### config.mk
export PLATFORM = sky130hd
export DESIGN_NAME = mm_stream_sequencer
export DESIGN_NICKNAME = d
export VERILOG_FILES = /design/src/rtl/mm_pkg.sv /design/src/rtl/mm_stream_sequencer.sv
export SDC_FILE = /design/constraint.sdc
export NUM_CORES = 1
export LEC_CHECK = 0
export CAP_MARGIN = 0
export CORE_ASPECT_RATIO = 1.75
export CORE_MARGIN = 2
export CORE_UTILIZATION = 39
export CTS_CLUSTER_SIZE = 28
export DETAILED_ROUTE_END_ITERATION = 8
export PLACE_DENSITY = 0.75
export SYNTH_ARGS = -nofsm -noshare
export SYNTH_HDL_FRONTEND = slang
export SYNTH_SLANG_ARGS = --single-unit
### constraint.sdc
create_clock -name clk -period 1.2 [get_ports clk]
set_input_delay 0.3 -clock clk [delete_from_list [all_inputs] [get_ports clk]]
set_output_delay 0.3 -clock clk [all_outputs]
set_load 0.02 [all_outputs]
### src/rtl/mm_pkg.sv
// mm_pkg: shared widths, operand select codes and FSM states for the matrix-multiply sequencer
package mm_pkg;
    localparam int DATA_W = 8;
    localparam int RES_W  = 17;
    localparam int N_OPS  = 8;
    localparam int N_RES  = 4;
    localparam logic [2:0] SEL_A00 = 3'd0;
    localparam logic [2:0] SEL_A01 = 3'd1;
    localparam logic [2:0] SEL_A10 = 3'd2;
    localparam logic [2:0] SEL_A11 = 3'd3;
    localparam logic [2:0] SEL_B00 = 3'd4;
    localparam logic [2:0] SEL_B01 = 3'd5;
    localparam logic [2:0] SEL_B10 = 3'd6;
    localparam logic [2:0] SEL_B11 = 3'd7;
    typedef enum logic [1:0] {LOAD, WRITE, CAPTURE, OUT} state_t;
endpackage

### src/rtl/mm_stream_sequencer.sv
// mm_stream_sequencer: streams 8 operand bytes into the 2x2 multiply core and streams its 4 results back out
module mm_stream_sequencer
    import mm_pkg::*;
(
    input  logic              clk,
    input  logic              reset,
    input  logic              in_valid,
    input  logic [DATA_W-1:0] in_data,
    output logic              in_ready,
    output logic              out_valid,
    output logic [RES_W-1:0]  out_data,
    output logic [1:0]        out_idx,
    input  logic              out_ready,
    output logic              job_done,
    output logic [2:0]        mm_sel_in,
    output logic [DATA_W-1:0] mm_input_val,
    output logic              mm_execute,
    output logic [1:0]        mm_sel_out,
    input  logic [RES_W-1:0]  mm_result
);
    state_t state, state_next;
    logic [2:0] op_cnt;
    logic [1:0] res_idx;
    logic last_op, last_res;

    assign last_op  = op_cnt == 3'(N_OPS - 1);
    assign last_res = res_idx == 2'(N_RES - 1);

    // state register
    always_ff @(posedge clk or negedge reset) begin
        if (!reset) state <= LOAD;
        else        state <= state_next;
    end

    // next state and stream-side ready
    always_comb begin
        state_next = state;
        in_ready   = state == LOAD;
        case (state)
            LOAD:    state_next = (in_valid && last_op) ? WRITE : LOAD;
            WRITE:   state_next = CAPTURE;
            CAPTURE: state_next = OUT;
            OUT:     state_next = out_ready ? (last_res ? LOAD : CAPTURE) : OUT;
            default: state_next = LOAD;
        endcase
    end

    // counters, core control pins and the registered result port
    always_ff @(posedge clk or negedge reset) begin
        if (!reset) begin
            op_cnt       <= '0;
            res_idx      <= '0;
            out_valid    <= 1'b0;
            out_data     <= '0;
            out_idx      <= '0;
            job_done     <= 1'b0;
            mm_sel_in    <= SEL_A00;
            mm_input_val <= '0;
            mm_execute   <= 1'b1;
            mm_sel_out   <= '0;
        end else begin
            job_done <= 1'b0;
            case (state)
                LOAD: begin
                    if (in_valid) begin
                        mm_sel_in    <= op_cnt;
                        mm_input_val <= in_data;
                        mm_execute   <= 1'b0;
                        op_cnt       <= last_op ? 3'd0 : op_cnt + 3'd1;
                    end else begin
                        mm_execute <= 1'b1;
                    end
                end
                WRITE: begin
                    mm_execute <= 1'b1;
                    mm_sel_out <= '0;
                    res_idx    <= '0;
                end
                CAPTURE: begin
                    out_data  <= mm_result;
                    out_idx   <= res_idx;
                    out_valid <= 1'b1;
                end
                OUT: begin
                    if (out_ready) begin
                        out_valid  <= 1'b0;
                        job_done   <= last_res;
                        res_idx    <= last_res ? 2'd0 : res_idx + 2'd1;
                        mm_sel_out <= last_res ? mm_sel_out : res_idx + 2'd1;
                    end
                end
                default: mm_execute <= 1'b1;
            endcase
        end
    end
endmodule

======== After elaboration in Yosys (flattened, before gate mapping) ========
Cells that the tools add are included.
cells by class
  mux-type cells .......................... 17
  $add $sub $neg .......................... 2
  equality and inequality tests ........... 7
  reduce and logical (&&, ||, !) cells .... 9
operators by type and width
  cell                                                  number
  two-way mux 2 bit                                     6
  one-hot mux 2 bit (2 select lines)                    2
  one-hot mux 2 bit (4 select lines)                    1
  equality test 2 bit (second input constant)           3
  AND reduction 2 bit                                   3
  nonzero test 2 bit                                    3
  two-way mux 1 bit                                     5
  inequality test 2 bit (second input constant)         2
  one-hot mux 1 bit (2 select lines)                    2
  adder 3 x 1 -> 3 bit (second input constant)          1
  equality test 3 bit (second input constant)           1
  two-way mux 3 bit                                     1
  AND reduction 3 bit                                   1
  adder 2 x 1 -> 2 bit (second input constant)          1
  equality test 2 x 1 -> 1 bit (second input constant)  1
  zero test 2 bit                                       1
  logical AND 1 bit                                     1
storage, ports and cells
  output and inout port bits .............. 36
  register bits after elaboration ......... 42
  input bits .............................. 29
  word-level logic and storage cells ...... 46

======== Logic depth before layout (Yosys ltp) ========
  depth after elaboration ................. 4
  depth in mapped cells ................... 4
  depth with buffers taken out ............ 4

======== Worst setup path after synthesis ========
No wires, ideal clock.
  path type ............................... register to register
  from .................................... reg state[1]
  to ...................................... reg mm_input_val[5]
  required time ........................... 1075 ps
  clock period less this slack ............ 1359 ps
  setup slack ............................. -159 ps
  arrival ................................. 1234 ps
  stages on the path, launching flop included .. 4
  buffers on the path ..................... 1
  cell sequence ........................... dfrtp_1 nor3b_4 buf_6 mux2_4
on the way
  longest elaborated chain between the ends .. 2
RTL lines
  item                                  line                       RTL
  from (decl)                           mm_stream_sequencer.sv:21  state_t state, state_next;
  from (signal assigned)                mm_stream_sequencer.sv:32  else state <= state_next;
  zero test 2 bit                       mm_stream_sequencer.sv:63  case (state)
  AND reduction 2 bit (no source line)  n/a
  to (signal assigned)                  mm_stream_sequencer.sv:67  mm_input_val <= in_data;
  to (decl)                             mm_stream_sequencer.sv:16  output logic [DATA_W-1:0] mm_input_val,
Every way passes these cells.
A chain may end at the register's enable or synchronous reset.

======== Final worst setup path ========
  from .................................... reg state[0]
  to ...................................... out in_ready
on the way
  longest elaborated chain between the ends .. 1
RTL lines
  item             line                       RTL
  zero test 2 bit  mm_stream_sequencer.sv:38  in_ready = state == LOAD;
  to (decl)        mm_stream_sequencer.sv:9   output logic in_ready,
Every way passes these cells.

==> results.sh <==
export IMPL_failed_checks="negative setup slack"
export IMPL_synth_ff_type="dfrtp_1"
export IMPL_worst_path_largest_cell_delay_ns=0.41
export IMPL_die_area_um2=4935
export IMPL_rr_startpoint="state[0]$_DFF_PN0_"
export IMPL_p_leak_nw=1.229
export IMPL_critical_path_class="reg -> out"
export IMPL_crit_slowest_cell="dfrtp_1"
export IMPL_h_tree_depth=2
export IMPL_setup_viol_count_final=35
export IMPL_fmax_mhz=710.0
export IMPL_hold_viol=0
export IMPL_grt_setup_unrepaired="yes"
export IMPL_cts_root_buf="clkbuf_8"
export IMPL_area_growth_pct=48.75
export IMPL_min_path_type="in -> async"
export IMPL_cts_tree="built"
export IMPL_mostFrequentLayoutCells="dfrtp_1, buf_2, clkdlybuf4s50_1"
export IMPL_internal_power_mw=4.382
export IMPL_antenna_found_initial=0
export IMPL_wire_per_inst_um=15.15
export IMPL_dieHeight_um=91.45
export IMPL_powerDensity_nw_per_um2=2649
export IMPL_async_reset_ff_frac=1.000
export IMPL_synth_edff_count=0
export IMPL_core_area_um2=4150
export IMPL_path_clk_slew_ns=0.08
export IMPL_portBuffers=64
export IMPL_start_util=0.4106
export IMPL_insertion_delay_ns=0.29
export IMPL_grt_use_total=0.1719
export IMPL_ant_nets=0
export IMPL_place_area_um2=2510
export IMPL_p_switching_mw=2.334
export IMPL_drive_above_1_share=0.4949
export IMPL_worst_r2r_cell_count=4
export IMPL_ir_drop_uv=2024
export IMPL_grt_max_degree=33
export IMPL_num_rows=31
export IMPL_cts_sinks=42
export IMPL_synthCells=113
export IMPL_seq_area_frac_synth=0.6175
export IMPL_r2r_slack_ns=-0.19
export IMPL_maxSlewViolCount=0
export IMPL_final_common_cell="dfrtp_1"
export IMPL_max_cap_viol_count=0
export IMPL_yosys_register_bits=42
export IMPL_worst_slack_ns=-0.2085
export IMPL_io_pins=65
export IMPL_finalWirelength_mm=3.741
export IMPL_vias=1178
export IMPL_dp_hpwl_mm=2.805
export IMPL_design_area_um2=2535
export IMPL_avgSynthCellArea_um2=15.08
export IMPL_cp_max_fo=3
export IMPL_first_global_vias=1276
export IMPL_synth_net_count=145
export IMPL_fin_skew_ns=0.003010
export IMPL_drc=0
export IMPL_period_needed_ns=1.408
export IMPL_fin_crit_sh=1.174
export IMPL_clock_power_share=0.201
export IMPL_crit_arrival_ns=1.11
export IMPL_fillers=318
export IMPL_swShare=0.3476
export IMPL_die_w_um=53.97
export IMPL_antenna_cells=0
export IMPL_synth_cell_type_count=27
export IMPL_timing_rr_end="mm_input_val[2]$_DFFE_PN0P_"
export IMPL_startpoint_type="register"
export IMPL_p_comb_frac=0.437
export IMPL_yosys_warnings=0
export IMPL_cp_required_ns=0.90
export IMPL_cp_end_kind="output pin"
export IMPL_pwr_share_seq=0.362
export IMPL_clock_path_buffers=2
export IMPL_worstMarginPinSlew_ns=0.2805
export IMPL_gp_congestion=0.6869
export IMPL_dp_slack_ns=-0.4652
export IMPL_vias_per_cell=4.769
export IMPL_outcome="finished with violations"
export IMPL_grt_pass1_wl_mm=6.106
export IMPL_drtPass1Iterations=4
export IMPL_syn_area_um2=1704
export IMPL_drt_iter0_markers=13
export IMPL_numCtsBuffers=5
export IMPL_path_cells="buf_4 > nor2_4 > buf_6"
export IMPL_post_route_util=0.6108
export IMPL_nets=229
export IMPL_relSlewSlack=0.8130
export IMPL_overflow=0
==> how the worst max path moves through the flow <==
stage                  startpoint                           to  slack (ns)  cells after the start
4_1_cts        state[0]$_DFF_PN0_  mm_input_val[2]$_DFFE_PN0P_       -0.22                      4
3_3_place_gp             in_valid  mm_input_val[2]$_DFFE_PN0P_       -0.43                      4
6_report       state[0]$_DFF_PN0_                     in_ready       -0.21                      3
3_5_place_dp             in_valid  mm_input_val[2]$_DFFE_PN0P_       -0.47                      4
2_1_floorplan  state[0]$_DFF_PN0_  mm_input_val[5]$_DFFE_PN0P_       -0.14                      3
5_1_grt        state[0]$_DFF_PN0_                     in_ready       -0.25                      3
==> cell usage after synthesis (2+ instances only) <==
cell / number / area share
nand2b_1: 2 / 0.0073
nor2b_1: 2 / 0.0073
inv_1: 3 / 0.0066
dfrtp_1: 41 / 0.60
buf_4: 3 / 0.013
a21oi_1: 2 / 0.0059
nor2_1: 3 / 0.0066
ha_1: 3 / 0.022
mux2_2: 24 / 0.16
mux2_4: 7 / 0.062
nand2_1: 4 / 0.0088
nand3_1: 4 / 0.012
==> layout make-up <==
class                           instances  area, µm²  area share
Tap cell                               49      61.31     0.02419
Sequential cell                        42       1052      0.4151
Inverter                                3      11.26    0.004442
Timing Repair Buffer                   82      650.6      0.2567
Clock inverter                          2      60.06     0.02369
Clock buffer                            6      82.58     0.03258
Multi-Input combinational cell         63      616.8      0.2433
==> power groups by stage <==
stage / Clock (mW) / Combinational [mW] / Sequential (mW)
3_5_place_dp: 0 / 3.42 / 2.48
2_1_floorplan: 0 / 1.04 / 3.15
5_1_grt: 1.45 / 3.15 / 2.52
6_report: 1.35 / 2.93 / 2.43
3_3_place_gp: 0 / 3.33 / 2.44
4_1_cts: 1.40 / 2.93 / 2.45
==> repair_timing <==
action | in CTS | in global routing
setup buffers | 0 | 3
gates resized for setup | 151 | 2
endpoints found under the setup margin | 69 | 36
pin swaps | 1 | 0
hold buffers | 1 | 0
hold endpoints to repair | 9 | 0
==> logic make-up after synthesis <==
logic type,after synthesis,synth area share
AO/OA/AOI/OAI,8,0.03304
adder cells (fa/ha/maj),3,0.02203
buffers and inverters,8,0.02936
flip-flops,42,0.6175
multiplexers,32,0.2269
AND/OR/NAND/NOR,20,0.07122
==> worst max-delay path: cells and delay by family (launching register included) <==
family / cells / cell delay, ns
and+or+nand+nor: 1 / 0.13
DFF: 1 / 0.41
buffers and inverters: 2 / 0.28
==> sequential cells by signal, indices dropped and copies added, names as in the netlist, 2 cells and up <==
register	cells
out_data	17
mm_input_val	8
mm_sel_in	3
op_cnt	3
mm_sel_out	2
out_idx	2
res_idx	2
state	2
==> metal layers <==
metal | global-route usage | share of wire | up-vias
met5 | 0 | 0 | -
met4 | 0.06875 | 0.017 | 0
met3 | 0.04276 | 0.049 | 5
met2 | 0.2886 | 0.56 | 35
met1 | 0.2011 | 0.38 | 580
li1 | - | - | 558
==> per-stage QoR <==
stage | setup TNS, ns | cells | hold WS [ns] | total power, mW
floorplan | -3.312 | 113 | 0.004409 | 4.190
global placement | -10.50 | 235 | 0.1849 | 5.770
detailed placement | -11.97 | 235 | 0.1986 | 5.905
CTS | -5.948 | 244 | 0.4096 | 6.770
global route | -6.989 | 247 | 0.4363 | 7.116
finish | -5.725 | 247 | 0.4143 | 6.716
Power figures use the tool's default switching activity.
